$ cat src/rtl/adder_pipe_n_if.sv
// Operand/result handshake bundle for the pipelined adder.
// The master side feeds operands and consumes results; the slave side is the adder.
interface adder_pipe_n_if #(
  parameter int WIDTH = 8
);
  logic             in_valid;
  logic             in_ready;
  logic [WIDTH-1:0] a;
  logic [WIDTH-1:0] b;
  logic             cin;
  logic             out_valid;
  logic             out_ready;
  logic [WIDTH-1:0] sum;
  logic             cout;
  logic             ovf;

  modport master (
    output in_valid, a, b, cin, out_ready,
    input  in_ready, out_valid, sum, cout, ovf
  );

  modport slave (
    input  in_valid, a, b, cin, out_ready,
    output in_ready, out_valid, sum, cout, ovf
  );
endinterface

$ cat src/rtl/adder_pipe_n.sv
// Pipelined segmented ripple-carry adder: SEG bits per stage, carry registered between stages.
// Valid/ready handshake; the whole pipeline stalls while a result waits at the output.
module adder_pipe_n #(
  parameter int WIDTH = 8,
  parameter int SEG   = 2
) (
  input  logic           clk,
  input  logic           rst_n,
  adder_pipe_n_if.slave  bus
);
  localparam int NSTG = WIDTH / SEG;
  localparam int LAST = NSTG - 1;
  localparam int MSB  = WIDTH - 1;

  // Registers written by stage k; full operands ride along as skew, partial sums as deskew.
  logic [WIDTH-1:0] opa_r   [NSTG];
  logic [WIDTH-1:0] opb_r   [NSTG];
  logic [WIDTH-1:0] sum_r   [NSTG];
  logic [NSTG-1:0]  vld_r;
  logic [NSTG-1:0]  carry_r;
  logic             ovf_r;

  // Inputs seen by stage k: the ports for stage 0, the previous stage registers otherwise.
  logic [WIDTH-1:0] opa_src_s [NSTG];
  logic [WIDTH-1:0] opb_src_s [NSTG];
  logic [WIDTH-1:0] sum_src_s [NSTG];
  logic [WIDTH-1:0] sum_nxt_s [NSTG];
  logic [SEG:0]     seg_s     [NSTG];
  logic [NSTG-1:0]  carry_src_s;
  logic [NSTG-1:0]  vld_src_s;
  logic             ovf_nxt_s;
  logic             advance_s;

  assign advance_s     = !vld_r[LAST] || bus.out_ready;
  assign bus.in_ready  = advance_s;
  assign bus.out_valid = vld_r[LAST];
  assign bus.sum       = sum_r[LAST];
  assign bus.cout      = carry_r[LAST];
  assign bus.ovf       = ovf_r;

  // Per-stage segment addition and merge of the new segment into the travelling sum.
  always_comb begin
    opa_src_s[0]   = bus.a;
    opb_src_s[0]   = bus.b;
    sum_src_s[0]   = {WIDTH{1'b0}};
    carry_src_s[0] = bus.cin;
    vld_src_s[0]   = bus.in_valid;
    for (int k = 1; k < NSTG; k++) begin
      opa_src_s[k]   = opa_r[k-1];
      opb_src_s[k]   = opb_r[k-1];
      sum_src_s[k]   = sum_r[k-1];
      carry_src_s[k] = carry_r[k-1];
      vld_src_s[k]   = vld_r[k-1];
    end
    for (int k = 0; k < NSTG; k++) begin
      seg_s[k] = {1'b0, opa_src_s[k][k*SEG +: SEG]}
               + {1'b0, opb_src_s[k][k*SEG +: SEG]}
               + (SEG+1)'(carry_src_s[k]);
      sum_nxt_s[k] = sum_src_s[k];
      sum_nxt_s[k][k*SEG +: SEG] = seg_s[k][SEG-1:0];
    end
  end

  // Signed overflow needs the sign bits of both operands and of the finished sum.
  always_comb begin
    ovf_nxt_s = 1'b0;
    if ((opa_src_s[LAST][MSB] == opb_src_s[LAST][MSB]) &&
        (sum_nxt_s[LAST][MSB] != opa_src_s[LAST][MSB])) begin
      ovf_nxt_s = 1'b1;
    end else begin
      ovf_nxt_s = 1'b0;
    end
  end

  // Pipeline registers: cleared on reset, shift together on advance, hold otherwise.
  always_ff @(posedge clk or negedge rst_n) begin
    if (!rst_n) begin
      vld_r   <= {NSTG{1'b0}};
      carry_r <= {NSTG{1'b0}};
      ovf_r   <= 1'b0;
      for (int k = 0; k < NSTG; k++) begin
        opa_r[k] <= {WIDTH{1'b0}};
        opb_r[k] <= {WIDTH{1'b0}};
        sum_r[k] <= {WIDTH{1'b0}};
      end
    end else if (advance_s) begin
      ovf_r <= ovf_nxt_s;
      for (int k = 0; k < NSTG; k++) begin
        vld_r[k]   <= vld_src_s[k];
        carry_r[k] <= seg_s[k][SEG];
        opa_r[k]   <= opa_src_s[k];
        opb_r[k]   <= opb_src_s[k];
        sum_r[k]   <= sum_nxt_s[k];
      end
    end
  end
endmodule

$ cat src/flat_wrapper.sv
// flat-port wrapper written by rule: the top's interface ports become plain ports
module adder_pipe_n_flat 
#(
  parameter int WIDTH = 8,
  parameter int SEG   = 2
)
  (clk, rst_n, bus_in_valid, bus_a, bus_b, bus_cin, bus_out_ready, bus_in_ready, bus_out_valid, bus_sum, bus_cout, bus_ovf);
  adder_pipe_n_if #(.WIDTH(WIDTH)) bus_i ();
  input  logic clk;
  input  logic rst_n;
  input wire logic [$bits(bus_i.in_valid)-1:0] bus_in_valid;
  input wire logic [$bits(bus_i.a)-1:0] bus_a;
  input wire logic [$bits(bus_i.b)-1:0] bus_b;
  input wire logic [$bits(bus_i.cin)-1:0] bus_cin;
  input wire logic [$bits(bus_i.out_ready)-1:0] bus_out_ready;
  output wire logic [$bits(bus_i.in_ready)-1:0] bus_in_ready;
  output wire logic [$bits(bus_i.out_valid)-1:0] bus_out_valid;
  output wire logic [$bits(bus_i.sum)-1:0] bus_sum;
  output wire logic [$bits(bus_i.cout)-1:0] bus_cout;
  output wire logic [$bits(bus_i.ovf)-1:0] bus_ovf;
  assign bus_i.in_valid = bus_in_valid;
  assign bus_i.a = bus_a;
  assign bus_i.b = bus_b;
  assign bus_i.cin = bus_cin;
  assign bus_i.out_ready = bus_out_ready;
  assign bus_in_ready = bus_i.in_ready;
  assign bus_out_valid = bus_i.out_valid;
  assign bus_sum = bus_i.sum;
  assign bus_cout = bus_i.cout;
  assign bus_ovf = bus_i.ovf;
  adder_pipe_n #(.WIDTH(WIDTH), .SEG(SEG)) u_core (.clk(clk), .rst_n(rst_n), .bus(bus_i));
endmodule
$ cat config.mk
export PLATFORM = sky130hd
export DESIGN_NAME = adder_pipe_n_flat
export DESIGN_NICKNAME = d
export VERILOG_FILES = /design/src/rtl/adder_pipe_n_if.sv /design/src/rtl/adder_pipe_n.sv /design/src/flat_wrapper.sv
export SDC_FILE = /design/constraint.sdc
export NUM_CORES = 1
export LEC_CHECK = 0
export BUFFER_PORTS_ARGS = -buffer_cell sky130_fd_sc_hd__buf_4
export CAP_MARGIN = 5
export CORE_ASPECT_RATIO = 1.2
export CORE_MARGIN = 1
export CORE_UTILIZATION = 35
export DETAILED_ROUTE_END_ITERATION = 12
export PLACE_DENSITY = 0.52
export SYNTH_ARGS = -nofsm -noshare
export SYNTH_HDL_FRONTEND = slang
export SYNTH_SLANG_ARGS = --single-unit
$ cat constraint.sdc
create_clock -name clk -period 3.9 [get_ports clk]
set_input_delay 0 -clock clk [delete_from_list [all_inputs] [get_ports clk]]
set_output_delay 0 -clock clk [all_outputs]
set_load 0.02 [all_outputs]
# Word level (Yosys, flattened, before mapping)
# Index checks and enable logic that the tools add are counted.
word_totals:
  regBits: 77
  inputBits: 21
  out_inout_bits: 12
  wordCells: 27
op_classes:
  reduce_logical: 3
  n_mux: 1
  eq_ne: 2
  addsub: 8
ops:
  columns: ["operator", "n"]
  rows:
  - ["$add A2 B2 Y3", 4]
  - ["$add A3 B1 Y3", 4]
  - ["$eq A1 B1 Y1", 1]
  - ["$logic_and A1 B1 Y1", 1]
  - ["$logic_not A1 Y1", 1]
  - ["$logic_or A1 B1 Y1", 1]
  - ["$mux W1", 1]
  - ["$ne A1 B1 Y1", 1]

# Depth between registers and ports, before layout
# Gate-level depths: netlist of the first run.
depth:
  ltp_word: 5
  depth_mapped: 5
  ltp_nobuf: 5

# Least setup slack after synthesis of the first run
# OpenSTA, ideal clock, no wires.
synth_timing:
  kind: "reg-to-reg"
  startpoint: "register u_core.carry_r[2]"
  endpoint: "register u_core.ovf_r (netlist: u_core.bus.ovf)"
  synth_period_minus_slack_ns: 1.674
  path_stages_with_launch: 6
  path_slack_ns: 2.226
  arrival_ns: 1.578
  cell_sequence: "dfrtp_1 > inv_1 > fa_1 > fa_1 > xor2_1 > o31ai_1"
synth_via:
  elab_chain_len: 4
synth_lines:
  columns: ["item", "line_no", "text"]
  rows:
  - ["start: declaration", "adder_pipe_n.sv:20", "logic [NSTG-1:0] carry_r;"]
  - ["start signal: assignment", "adder_pipe_n.sv:79", "carry_r <= {NSTG{1'b0}};"]
  - ["start signal: indexed assignment", "adder_pipe_n.sv:90", "carry_r[k] <= seg_s[k][SEG];"]
  - ["$add A3 B1 Y3", "adder_pipe_n.sv:58", "+ (SEG+1)'(carry_src_s[k]);"]
  - ["$ne A1 B1 Y1", "adder_pipe_n.sv:68", "(sum_nxt_s[LAST][MSB] != opa_src_s[LAST][MSB])) begin"]
  - ["$logic_and A1 B1 Y1", "adder_pipe_n.sv:67", "if ((opa_src_s[LAST][MSB] == opb_src_s[LAST][MSB]) &&"]
  - ["$mux W1", "adder_pipe_n.sv:67", null]
  - ["end signal: assignment", "adder_pipe_n.sv:87", "ovf_r <= ovf_nxt_s;"]
  - ["end: declaration", "adder_pipe_n.sv:21", "logic ovf_r;"]
# Every way passes these cells.
# A chain may end at the register's enable or synchronous reset.

# Worst setup path after layout of the first run
layout_timing:
  startpoint: "register u_core.vld_r[3]"
  endpoint: "output port bus_in_ready"
layout_via:
  elab_chain_len: 2
layout_lines:
  columns: ["item", "line_no", "text"]
  rows:
  - ["start: declaration", "adder_pipe_n.sv:19", "logic [NSTG-1:0] vld_r;"]
  - ["start signal: assignment", "adder_pipe_n.sv:78", "vld_r <= {NSTG{1'b0}};"]
  - ["start signal: indexed assignment", "adder_pipe_n.sv:89", "vld_r[k] <= vld_src_s[k];"]
  - ["$logic_not A1 Y1", "adder_pipe_n.sv:34", "assign advance_s = !vld_r[LAST] || bus.out_ready;"]
  - ["$logic_or A1 B1 Y1", "adder_pipe_n.sv:34", null]
  - ["end: declaration", "flat_wrapper.sv:16", "output wire logic [$bits(bus_i.in_ready)-1:0] bus_in_ready;"]
# Every way passes these cells.

==> results of run 1 <==
## layout make-up
class,instances,area [sq um]
inverter,21,78.83
tap,85,106.4
timing repair buffer,46,380.4
fill,626,3598
sequential,53,1326
clock inverter,1,5.005
clock buffer,7,96.34
multi-input combinational,74,894.6
## where the power goes
part           internal, W  switching (W)
Combinational     0.000472       0.000357
Sequential        0.000787       0.000146
Clock             0.000161       0.000176
## per-layer routing
metal,GRT usage,vias up,routed length (microns)
li1,-,595,-
met1,0.1615,642,1777
met2,0.1935,27,1803
met3,0.03284,6,171
met4,0.04327,0,58
met5,0,-,0
## through the flow
stage | hold WS [ps] | utilization | instance area [sq um] | worst slack [ps]
global route | 72.02 | 0.4452 | 2888 | 1337
floorplan | -295.6 | - | 2357 | 2226
global placement | 71.34 | 0.4080 | 2646 | 1658
finish | 57.71 | 0.4452 | 2888 | 1535
CTS | 52.14 | 0.4452 | 2888 | 1495
detailed placement | 85.37 | 0.4080 | 2646 | 1601
## cell families (layout without fill, tap and decap cells)
logic type               after synthesis  count (layout)  synth area share
flip-flops                            53              53            0.5626
multiplexers                          42              42            0.2420
buffers and inverters                 28              75           0.05785
AND/OR/NAND/NOR                       12              12           0.03822
AO/OA/AOI/OAI                         10              10           0.02229
adder cells (fa/ha/maj)                9               9           0.07325
XOR/XNOR                               1               1          0.003716
## state kept, by name, summed over array words and instances (netlist names)
register,count
u_core.opb_r,12
u_core.bus.ovf,1
u_core.opa_r,12
u_core.sum_nxt_s,12
u_core.bus.sum,8
u_core.carry_r,4
u_core.vld_r,4
## worst max-delay path: stages (launching register included)
cell and delay, ps:
dfrtp_1 520, nor2b_2 580, inv_2 600, buf_4 360
## layout by cell type (no fill, tap or decap)
cell | synthesis | layout
dfrtp_1 | 53 | 53
buf_4 | 0 | 32
mux2_4 | 27 | 27
inv_1 | 20 | 20
dlygate4sd3_1 | 0 | 14
mux2_2 | 12 | 12
nor3b_1 | 9 | 9
a21oi_1 | 9 | 9
fa_1 | 8 | 8
clkbuf_8 | 0 | 7
mux2i_1 | 3 | 3
nor2b_2 | 1 | 1
inv_2 | 1 | 1
xor2_1 | 1 | 1
nand3b_1 | 1 | 1
o31ai_1 | 1 | 1
nand2b_1 | 1 | 1
ha_1 | 1 | 1
clkinv_2 | 0 | 1
## path summary, 6_finish.rpt
kind                            cells after the start           endpoint            start
worst max-delay path                                3       bus_in_ready  u_core.vld_r[3]
worst min register to register                      1    u_core.vld_r[3]  u_core.vld_r[2]
worst min-delay path                                3  u_core.bus.sum[6]    bus_out_ready
max in group asynchronous                           2   u_core.opa_r[26]            rst_n
min in group asynchronous                           2   u_core.opb_r[23]            rst_n
worst max register to register                      3    u_core.vld_r[2]  u_core.vld_r[3]
## repair_timing
action / CTS / global route
hold endpoints to repair: 66 / 0
hold buffers: 14 / 0
buffers inserted: 0 / 0
==> reports/results.ini, run 1 <==
[global_route]
grt_max_degree=54
first_global_vias=1365
track_usage=0.1226
grt_pass1_wl_mm=6.768
grt_overflow=0
antenna_found_initial=0

[sta]
rsz0062_at_grt=false
setup_tns_ps=0
max-slew-margin-rel=0.2414
worstMarginPinSlew_ps=1136
finalClockSkew_ps=9.799
fmax_mhz=422.9
finalCritPeriodShare=0.6063
final-setup-viol-count=0
layout_min_cycle_time_ps=2365
drv_slew=0
hold_viol_final=0

[setup_path]
cp.required_ps=3900
endpoint_kind=output port
path_max_fanout=44
r2r_setup_slack_ps=1610
startpoint_type=flip-flop
crit_arrival_ps=2360
critical_path_class=reg2out

[place]
dp_hpwl_mm=2.565
place.gp.congestion=0.6906
dpl.cell_count=265
io_buffers=32

[cells_and_area]
finalNonFillerCells=287
diodes=0
final_layout_size_suffix_gt1_frac=0.4010
layout.nets=231
area_growth_pct=22.51

[logic_synthesis]
yosys-top-cells-area=dfrtp_1, mux2_4, fa_1
syn_area_per_cell_sq_um=15.21
synth_enable_flop_cells=0
syn_nets=185
netlist_top_cells_count=dfrtp_1, mux2_4, inv_1, mux2_2
synthMostInstantiatedCell=dfrtp_1
synth_seq_cells=53
yosysSeqAreaShare=0.5626
yosys_warnings=0
synthArstFlopShare=1.000
netlist_area_sq_mm=0.002357
synth-main-ff-cell=dfrtp_1
synth.distinct_cells=18
netlist_instances=155
synth.largest_area_cell=dfrtp_1
synth_top_area_frac=0.5626

[floorplanning]
die_area_sq_mm=0.007068
boundaryPins=33
fp.dieW_microns=76.92
start_util=0.3634
placementRows=32
fp.dieH_microns=91.90
core_sq_mm=0.006486

[min_path]
hold_path_class=in2reg

[routing]
drt-initial-drc-count=85
first_pass_iters=4
via_per_inst=4.425
wl_per_cell_microns=13.28
finalWirelength_mm=3.810
vias=1270
drc=0
antenna_left=0

[clock_tree]
clk_latency_ps=310
htreeDepth=2
clk_path_buf_depth=2
cts.repair.resized=0
cts_sinks=53
cts_tree=done
clock-root-buffer=clkbuf_8
clk_pin_slew_worst_paths_ps=100
numCtsBuffers=5

[status]
outcome=completed

[pwr]
p_per_area_mw_per_mm2=726.9
ir_worst_vdd_uv=255.3
p_leak_nw=1.386
finalPower_w=0.002099

[job]
maxCapViolations=0

No activity file was read; power rests on OpenSTA's default activity.
==> inputs of run 2 (changes only) <==
--- a/config.mk
+++ b/config.mk
@@ -5,13 +5,14 @@
 export SDC_FILE = /design/constraint.sdc
 export NUM_CORES = 1
 export LEC_CHECK = 0
+export ABC_AREA = 1
 export BUFFER_PORTS_ARGS = -buffer_cell sky130_fd_sc_hd__buf_4
 export CAP_MARGIN = 5
 export CORE_ASPECT_RATIO = 1.2
 export CORE_MARGIN = 1
 export CORE_UTILIZATION = 35
 export DETAILED_ROUTE_END_ITERATION = 12
-export PLACE_DENSITY = 0.52
+export PLACE_DENSITY = 0.54
 export SYNTH_ARGS = -nofsm -noshare
 export SYNTH_HDL_FRONTEND = slang
 export SYNTH_SLANG_ARGS = --single-unit
==> constraint.sdc (replaced) <==
create_clock -name clk -period 2 [get_ports clk]
set_input_delay 0 -clock clk [delete_from_list [all_inputs] [get_ports clk]]
set_output_delay 0 -clock clk [all_outputs]
set_load 0.02 [all_outputs]
==> run 2 against run 1 <==
  * Utilization increased by 1.0 points
  * Critical endpoint is now u_core.bus.ovf
  * Sequential power increased by 84%
  * Largest power group unchanged
  * Die area decreased by 6.5%
  * Sequential cell count unchanged
  * Synthesized cell count increased by 45%
  * Wire length increased by 1.3%
  * Highest routed layer unchanged
  * Global-route usage increased by 1.4 points
  * Non-clock buffer count increased by 2
  * Critical path depth increased by 3
  * Critical path type is now reg2reg
  * Clock power increased by 120%
==> reports/results.ini, run 2 <==
[place]
io_buffers=32  ; unchanged
place_area_sq_mm=0.002500  ; -5.5%
dp_hpwl_mm=2.376  ; -7.4%
place.gp.congestion=0.6966  ; +0.87%

[floorplanning]
fp.dieH_microns=88.87  ; -3.3%
fp.dieW_microns=74.39  ; -3.3%
boundaryPins=33  ; unchanged
core_sq_mm=0.006051  ; -6.7%
start_util=0.3637  ; about the same
die_area_sq_mm=0.006611  ; -6.5%
placementRows=31  ; -3.1%

[setup_path]
path_max_fanout=2  ; -95%
crit_arrival_ps=1900  ; -460 ps
cp_num_buf_inv=1  ; -1
cp_cell_sequence=inv_1, fa_1, fa_1, xnor2_1, nand2_1, nand2_1
slowest_stage=fa_1
startpoint_type=flip-flop
cp.required_ps=2250  ; -1650 ps
critical_path_class=reg2reg
endpoint_kind=flip-flop
crit_family=adder cells
cpPeakStageDelay_ps=520  ; -80 ps

[clock_tree]
cts_sinks=53  ; unchanged
cts_hold_buffers=14  ; unchanged
cts_tree=done
numCtsBuffers=5  ; unchanged
htreeDepth=2  ; unchanged
clk_pin_slew_worst_paths_ps=90  ; about the same
cts.repair.resized=0  ; unchanged
post_cts_buffers=0  ; unchanged
clock-root-buffer=clkbuf_8
clk_latency_ps=310  ; about the same
clk_path_buf_depth=2  ; unchanged

[cells_and_area]
layout_common_cells=nand2_1, dfrtp_1, buf_4
layout.nets=300  ; +30%
diodes=0  ; unchanged
final_layout_size_suffix_gt1_frac=0.1587  ; -0.2423
fillerInstances=638  ; +1.9%
area_growth_pct=25.24
postLayoutCellArea_sq_mm=0.002756  ; -4.5%
final_common_cell=nand2_1

[global_route]
antenna_found_initial=0  ; unchanged
first_global_vias=1521  ; +11%
use_met1=0.1543  ; -0.007196
grt_use_met2=0.2367  ; +0.04324
top_usage_layer=met2
met3_usage=0.04100  ; +0.008166
grt_overflow=0  ; unchanged
track_usage=0.1369  ; +0.01436
grt_pass1_wl_mm=6.658  ; -1.6%
grt_max_degree=54  ; unchanged

[sta]
finalClockSkew_ps=6.918  ; -2.881 ps
rsz0062_at_grt=false
worstMarginPinSlew_ps=655.3  ; -481.0 ps
fmax_mhz=604.3
finalCritPeriodShare=0.8274
drv_slew=0  ; unchanged
final-setup-viol-count=0  ; unchanged
layout_min_cycle_time_ps=1655
max-slew-margin-rel=0.5632  ; +0.3218
setup_tns_ps=0  ; unchanged
hold_viol_final=0  ; unchanged

[logic_synthesis]
synthSimpleGateAreaFrac=0.1552  ; +0.1170
netlist_area_sq_mm=0.002201  ; -6.6%
netlist_instances=225  ; +45%
muxShareOfSynthArea=0  ; -0.2420
netlist_top_cells_count=nand2_1, dfrtp_1, inv_1, o21ai_1, o21ai_0
synth-compound-area-share=0.07959  ; +0.05730
synth.distinct_cells=14  ; -4
synth_seq_cells=53  ; unchanged
yosysSeqAreaShare=0.6026  ; +0.03998
synth_top_area_frac=0.6026  ; +0.03998
yosys_warnings=0  ; unchanged
syn_area_per_cell_sq_um=9.782  ; -36%
synth.largest_area_cell=dfrtp_1
yosys-top-cells-area=dfrtp_1, nand2_1, fa_1
synth-main-ff-cell=dfrtp_1
synthAdderAreaFrac=0.07845  ; +0.005205
synthMostInstantiatedCell=nand2_1
syn_nets=255  ; +38%
synthXorXnorAreaFrac=0.003980  ; +0.0002640
synth_enable_flop_cells=0  ; unchanged
synth_top_family_by_area=simple AND/OR/NAND/NOR gates
synthArstFlopShare=1.000  ; unchanged

[status]
outcome=completed

[routing]
wl_per_cell_microns=10.93  ; -18%
via_per_inst=4.329  ; -2.2%
finalWirelength_mm=3.858  ; +1.3%
drc=0  ; unchanged
vias=1528  ; +20%
antenna_left=0  ; unchanged
drt-initial-drc-count=75  ; -12%
first_pass_iters=4  ; unchanged

[pwr]
ir_worst_vdd_uv=641.9  ; +150%
p_per_area_mw_per_mm2=1398  ; +92%
p_leak_nw=1.392  ; +0.47%

[min_path]
hold_path_class=in2reg

[job]
maxCapViolations=0  ; unchanged

[run 2: changes by cell type after synthesis, sizes merged, moves of 3 or more]
cell / change
nand2: +87
nor3b: -9
buf: +5
mux2: -39
o21ai: +35
a21oi: -9
mux2i: -3
inv: +7
[run 2: stage by stage]
step	hold WS (ps)	total power [W]	utilization	cells	worst slack (ps)
6_report	116.4	0.003855	0.4555	353	345.1
4_1_cts	107.6	0.003940	0.4555	353	331.5
3_5_place_dp	81.74	0.003154	0.4132	331	345.7
5_1_grt	149.0	0.004214	0.4555	353	219.7
2_1_floorplan	-295.6	0.002698	-	225	409.1
3_3_place_gp	90.18	0.003115	0.4132	331	357.9
[run 2: kinds of logic after synthesis]
group                      count (synthesis)
xor gates and xnor gates                   1
buffers and inverters                     38
DFF                                       53
and+or+nand+nor                           89
adders and majority gates                  9
AOI/OAI and AO/OA                         35
[run 2: worst paths after layout]
check	startpoint	endpoint	slack (ps)	depth (start not counted)
setup / recovery	u_core.carry_r[2]	u_core.bus.ovf	350	6
hold / removal	bus_a[0]	u_core.sum_nxt_s[16]	120	4
setup reg to reg	u_core.carry_r[2]	u_core.bus.ovf	350	6
hold reg to reg	u_core.vld_r[2]	u_core.vld_r[3]	460	2
max in group asynchronous	rst_n	u_core.opa_r[26]	1300	2
min in group asynchronous	rst_n	u_core.bus.sum[4]	250	2
[run 2: final cells by class]
| class | count | area (sq um) | area share |
|---|---|---|---|
| timing repair buffer | 48 | 407.9 | 0.1480 |
| tap | 82 | 102.6 | 0.03722 |
| multi-input combinational | 134 | 698.2 | 0.2533 |
| clock buffer | 7 | 86.33 | 0.03132 |
| clock inverter | 1 | 30.03 | 0.01089 |
| sequential | 53 | 1326 | 0.4812 |
| inverter | 28 | 105.1 | 0.03813 |
[run 2: worst register-to-register path, cell delays in order, from the launching register on]
cell and delay [ps]:
dfrtp_1 350, inv_1 60, fa_1 430, fa_1 520, xnor2_1 120, nand2_1 60
nand2_1 60
[run 2: layer usage]
metal | part of all wire | vias to the layer above | routed length (microns)
met5 | 0 | - | 0
met4 | 0.018 | 0 | 68
met3 | 0.035 | 5 | 134
met2 | 0.49 | 23 | 1895
met1 | 0.46 | 731 | 1758
li1 | - | 769 | -
[run 2: where the power goes]
group / leakage [nW] / total [W] / switching (W) / internal (W)
clock network: 0.0585 / 0.000745 / 0.000337 / 0.000408
registers: 0.645 / 0.00172 / 0.000197 / 0.00153
logic: 0.689 / 0.00139 / 0.000823 / 0.000563
total: 1.39 / 0.00385 / 0.00136 / 0.00250
==> inputs of run 3 (changes only) <==
--- a/config.mk
+++ b/config.mk
@@ -12,7 +12,7 @@
 export CORE_MARGIN = 1
 export CORE_UTILIZATION = 35
 export DETAILED_ROUTE_END_ITERATION = 12
-export PLACE_DENSITY = 0.54
+export PLACE_DENSITY = 0.52
 export SYNTH_ARGS = -nofsm -noshare
 export SYNTH_HDL_FRONTEND = slang
 export SYNTH_SLANG_ARGS = --single-unit
==> constraint.sdc (replaced) <==
create_clock -name clk -period 1.6 [get_ports clk]
set_input_delay 0 -clock clk [delete_from_list [all_inputs] [get_ports clk]]
set_output_delay 0 -clock clk [all_outputs]
set_load 0.02 [all_outputs]
==> run 3 against run 2 <==
  * Clock power increased by 17%
  * Die area did not move
  * Final area increased by 0.27%
  * First-iteration DRC count is 77% higher
  * Final cell count up 0.28%
  * Clock-buffer cell count shrank 2
  * Critical path type unchanged
  * Non-clock buffer count grew 2
  * Sequential share of layout area is 0.13 points lower
==> reports/results.ini, run 3 (synthesis results as in run 2) <==
[sta]
layout_min_cycle_time_ps=1568  ; -86.95 ps
drv_slew=0  ; unchanged
hold_viol_final=0  ; unchanged
worstMarginPinSlew_ps=663.0  ; +7.681 ps
rsz0062_at_grt=true
final-setup-viol-count=0  ; unchanged
fmax_mhz=637.8  ; +5.5%
max-slew-margin-rel=0.5580  ; -0.005120
finalCritPeriodShare=0.9800  ; +0.1525
finalClockSkew_ps=9.073  ; +2.155 ps
setup_slack_ps=32.08  ; -313.0 ps

[routing]
vias=1499  ; -1.9%
finalWirelength_mm=3.784  ; -1.9%
via_per_inst=4.234  ; -2.2%
drc=0  ; unchanged
first_pass_iters=4  ; unchanged
wl_per_cell_microns=10.69  ; -2.2%
drt-initial-drc-count=133  ; +77%
antenna_left=0  ; unchanged

[cells_and_area]
diodes=0  ; unchanged
area_growth_pct=25.58
final_layout_size_suffix_gt1_frac=0.1765  ; +0.01780
layout_common_cells=nand2_1, dfrtp_1, buf_4
layout.nets=302  ; +0.67%
final_common_cell=nand2_1
fillerInstances=604  ; -5.3%
final_core_util=0.4568  ; +0.001240

[status]
outcome=completed

[clock_tree]
clock-root-buffer=clkbuf_8
clk_pin_slew_worst_paths_ps=90  ; about the same
htreeDepth=2  ; unchanged
cts_sinks=53  ; unchanged
numCtsBuffers=5  ; unchanged
clk_latency_ps=300  ; about the same
cts_tree=done
clk_path_buf_depth=2  ; unchanged

[place]
io_buffers=32  ; unchanged
dp_hpwl_mm=2.383  ; +0.29%
place.gp.congestion=0.7023  ; +0.82%
dp_slack_ps=-69.51  ; -415.2 ps

[global_route]
antenna_found_initial=0  ; unchanged
grt_max_degree=54  ; unchanged
track_usage=0.1342  ; -0.002711
grt_overflow=0  ; unchanged
grt_pass1_wl_mm=6.506  ; -2.3%
first_global_vias=1423  ; -6.4%

[setup_path]
r2r_cells=6  ; unchanged
path_max_fanout=2  ; unchanged
startpoint_type=flip-flop
r2r-start=u_core.opa_r[14]
critical_path_cell_count=6  ; unchanged
critPathMostFrequentCell=nand2_1
cp.required_ps=1800  ; -450 ps
endpoint_kind=flip-flop
r2r_end=u_core.bus.ovf
crit_family=adder cells
slowest_stage=fa_1
crit_arrival_ps=1770  ; -130 ps
cp_num_buf_inv=1  ; unchanged
cp-startpoint=u_core.opa_r[14]
cp-endpoint=u_core.bus.ovf
r2r_setup_slack_ps=30  ; -310 ps
critical_path_class=reg2reg
cp_cell_sequence=inv_2, fa_2, fa_1, xnor2_1, nand2_1, nand2_1
cpPeakStageDelay_ps=470  ; -50 ps

[min_path]
hold_path_class=in2reg

[floorplanning]
core_sq_mm=0.006051  ; unchanged
boundaryPins=33  ; unchanged
fp.dieW_microns=74.39  ; unchanged
fp.dieH_microns=88.87  ; unchanged
die_area_sq_mm=0.006611  ; unchanged
placementRows=31  ; unchanged
start_util=0.3637  ; unchanged

[job]
maxCapViolations=0  ; unchanged

[pwr]
p_per_area_mw_per_mm2=1727  ; +24%
p_leak_nw=1.396  ; +0.25%
ir_worst_vdd_uv=666.7  ; +3.9%

-- run 3: worst min-delay path by stage --
stage,startpoint,endpoint,slack [ps],depth (start not counted)
finish,bus_a[0],u_core.sum_nxt_s[16],140,4
CTS,bus_a[0],u_core.sum_nxt_s[16],120,4
detailed placement,rst_n,u_core.bus.sum[1],90,1
floorplan,rst_n,u_core.bus.ovf,-300,0
global route,bus_a[0],u_core.sum_nxt_s[16],150,4
global placement,rst_n,u_core.bus.sum[1],90,1
-- run 3: repair_timing --
action                     CTS  global route
pin swaps                    3             2
gates resized for setup      2             1
hold endpoints to repair    66             0
setup endpoints to repair    1             2
hold buffers                14             0
setup buffers                0             0
gates cloned                 0             0
-- run 3: area by class of cell --
type / instances / area (sq um) / area share
Inverter: 28 / 105.1 / 0.03803
Multi-Input combinational cell: 134 / 703.2 / 0.2544
Timing Repair Buffer: 50 / 422.9 / 0.1530
Tap cell: 82 / 102.6 / 0.03712
Clock inverter: 2 / 35.03 / 0.01268
Clock buffer: 5 / 68.82 / 0.02490
Sequential cell: 53 / 1326 / 0.4799
-- run 3: layer usage --
layer,GRT usage,share of wire
met1,0.1748,0.49
met2,0.2146,0.46
met3,0.03417,0.029
met4,0.05146,0.013
met5,0,0
-- run 3: worst min-delay path, cell delays in order --
cell and delay, ps:
buf_4 110, inv_1 60, fa_1 150, o21ai_0 70
-- run 3: stage by stage --
stage / std cells / cell area (sq um) / power (W) / hold WS (ps) / setup TNS (ps)
2_1_floorplan: 225 / 2201 / 0.003373 / -295.6 / 0
3_3_place_gp: 333 / 2515 / 0.003901 / 91.80 / -39.73
3_5_place_dp: 333 / 2515 / 0.003929 / 87.69 / -69.51
4_1_cts: 354 / 2761 / 0.004868 / 122.7 / -9.662
5_1_grt: 354 / 2764 / 0.005217 / 145.8 / -59.20
6_report: 354 / 2764 / 0.004774 / 137.8 / 0
-- run 3: power by group --
group	leakage [nW]	switching (W)	internal [W]	total, W
combinational	0.697	0.00101	0.000723	0.00173
sequential	0.645	0.000261	0.00191	0.00217
clock	0.0540	0.000415	0.000455	0.000870
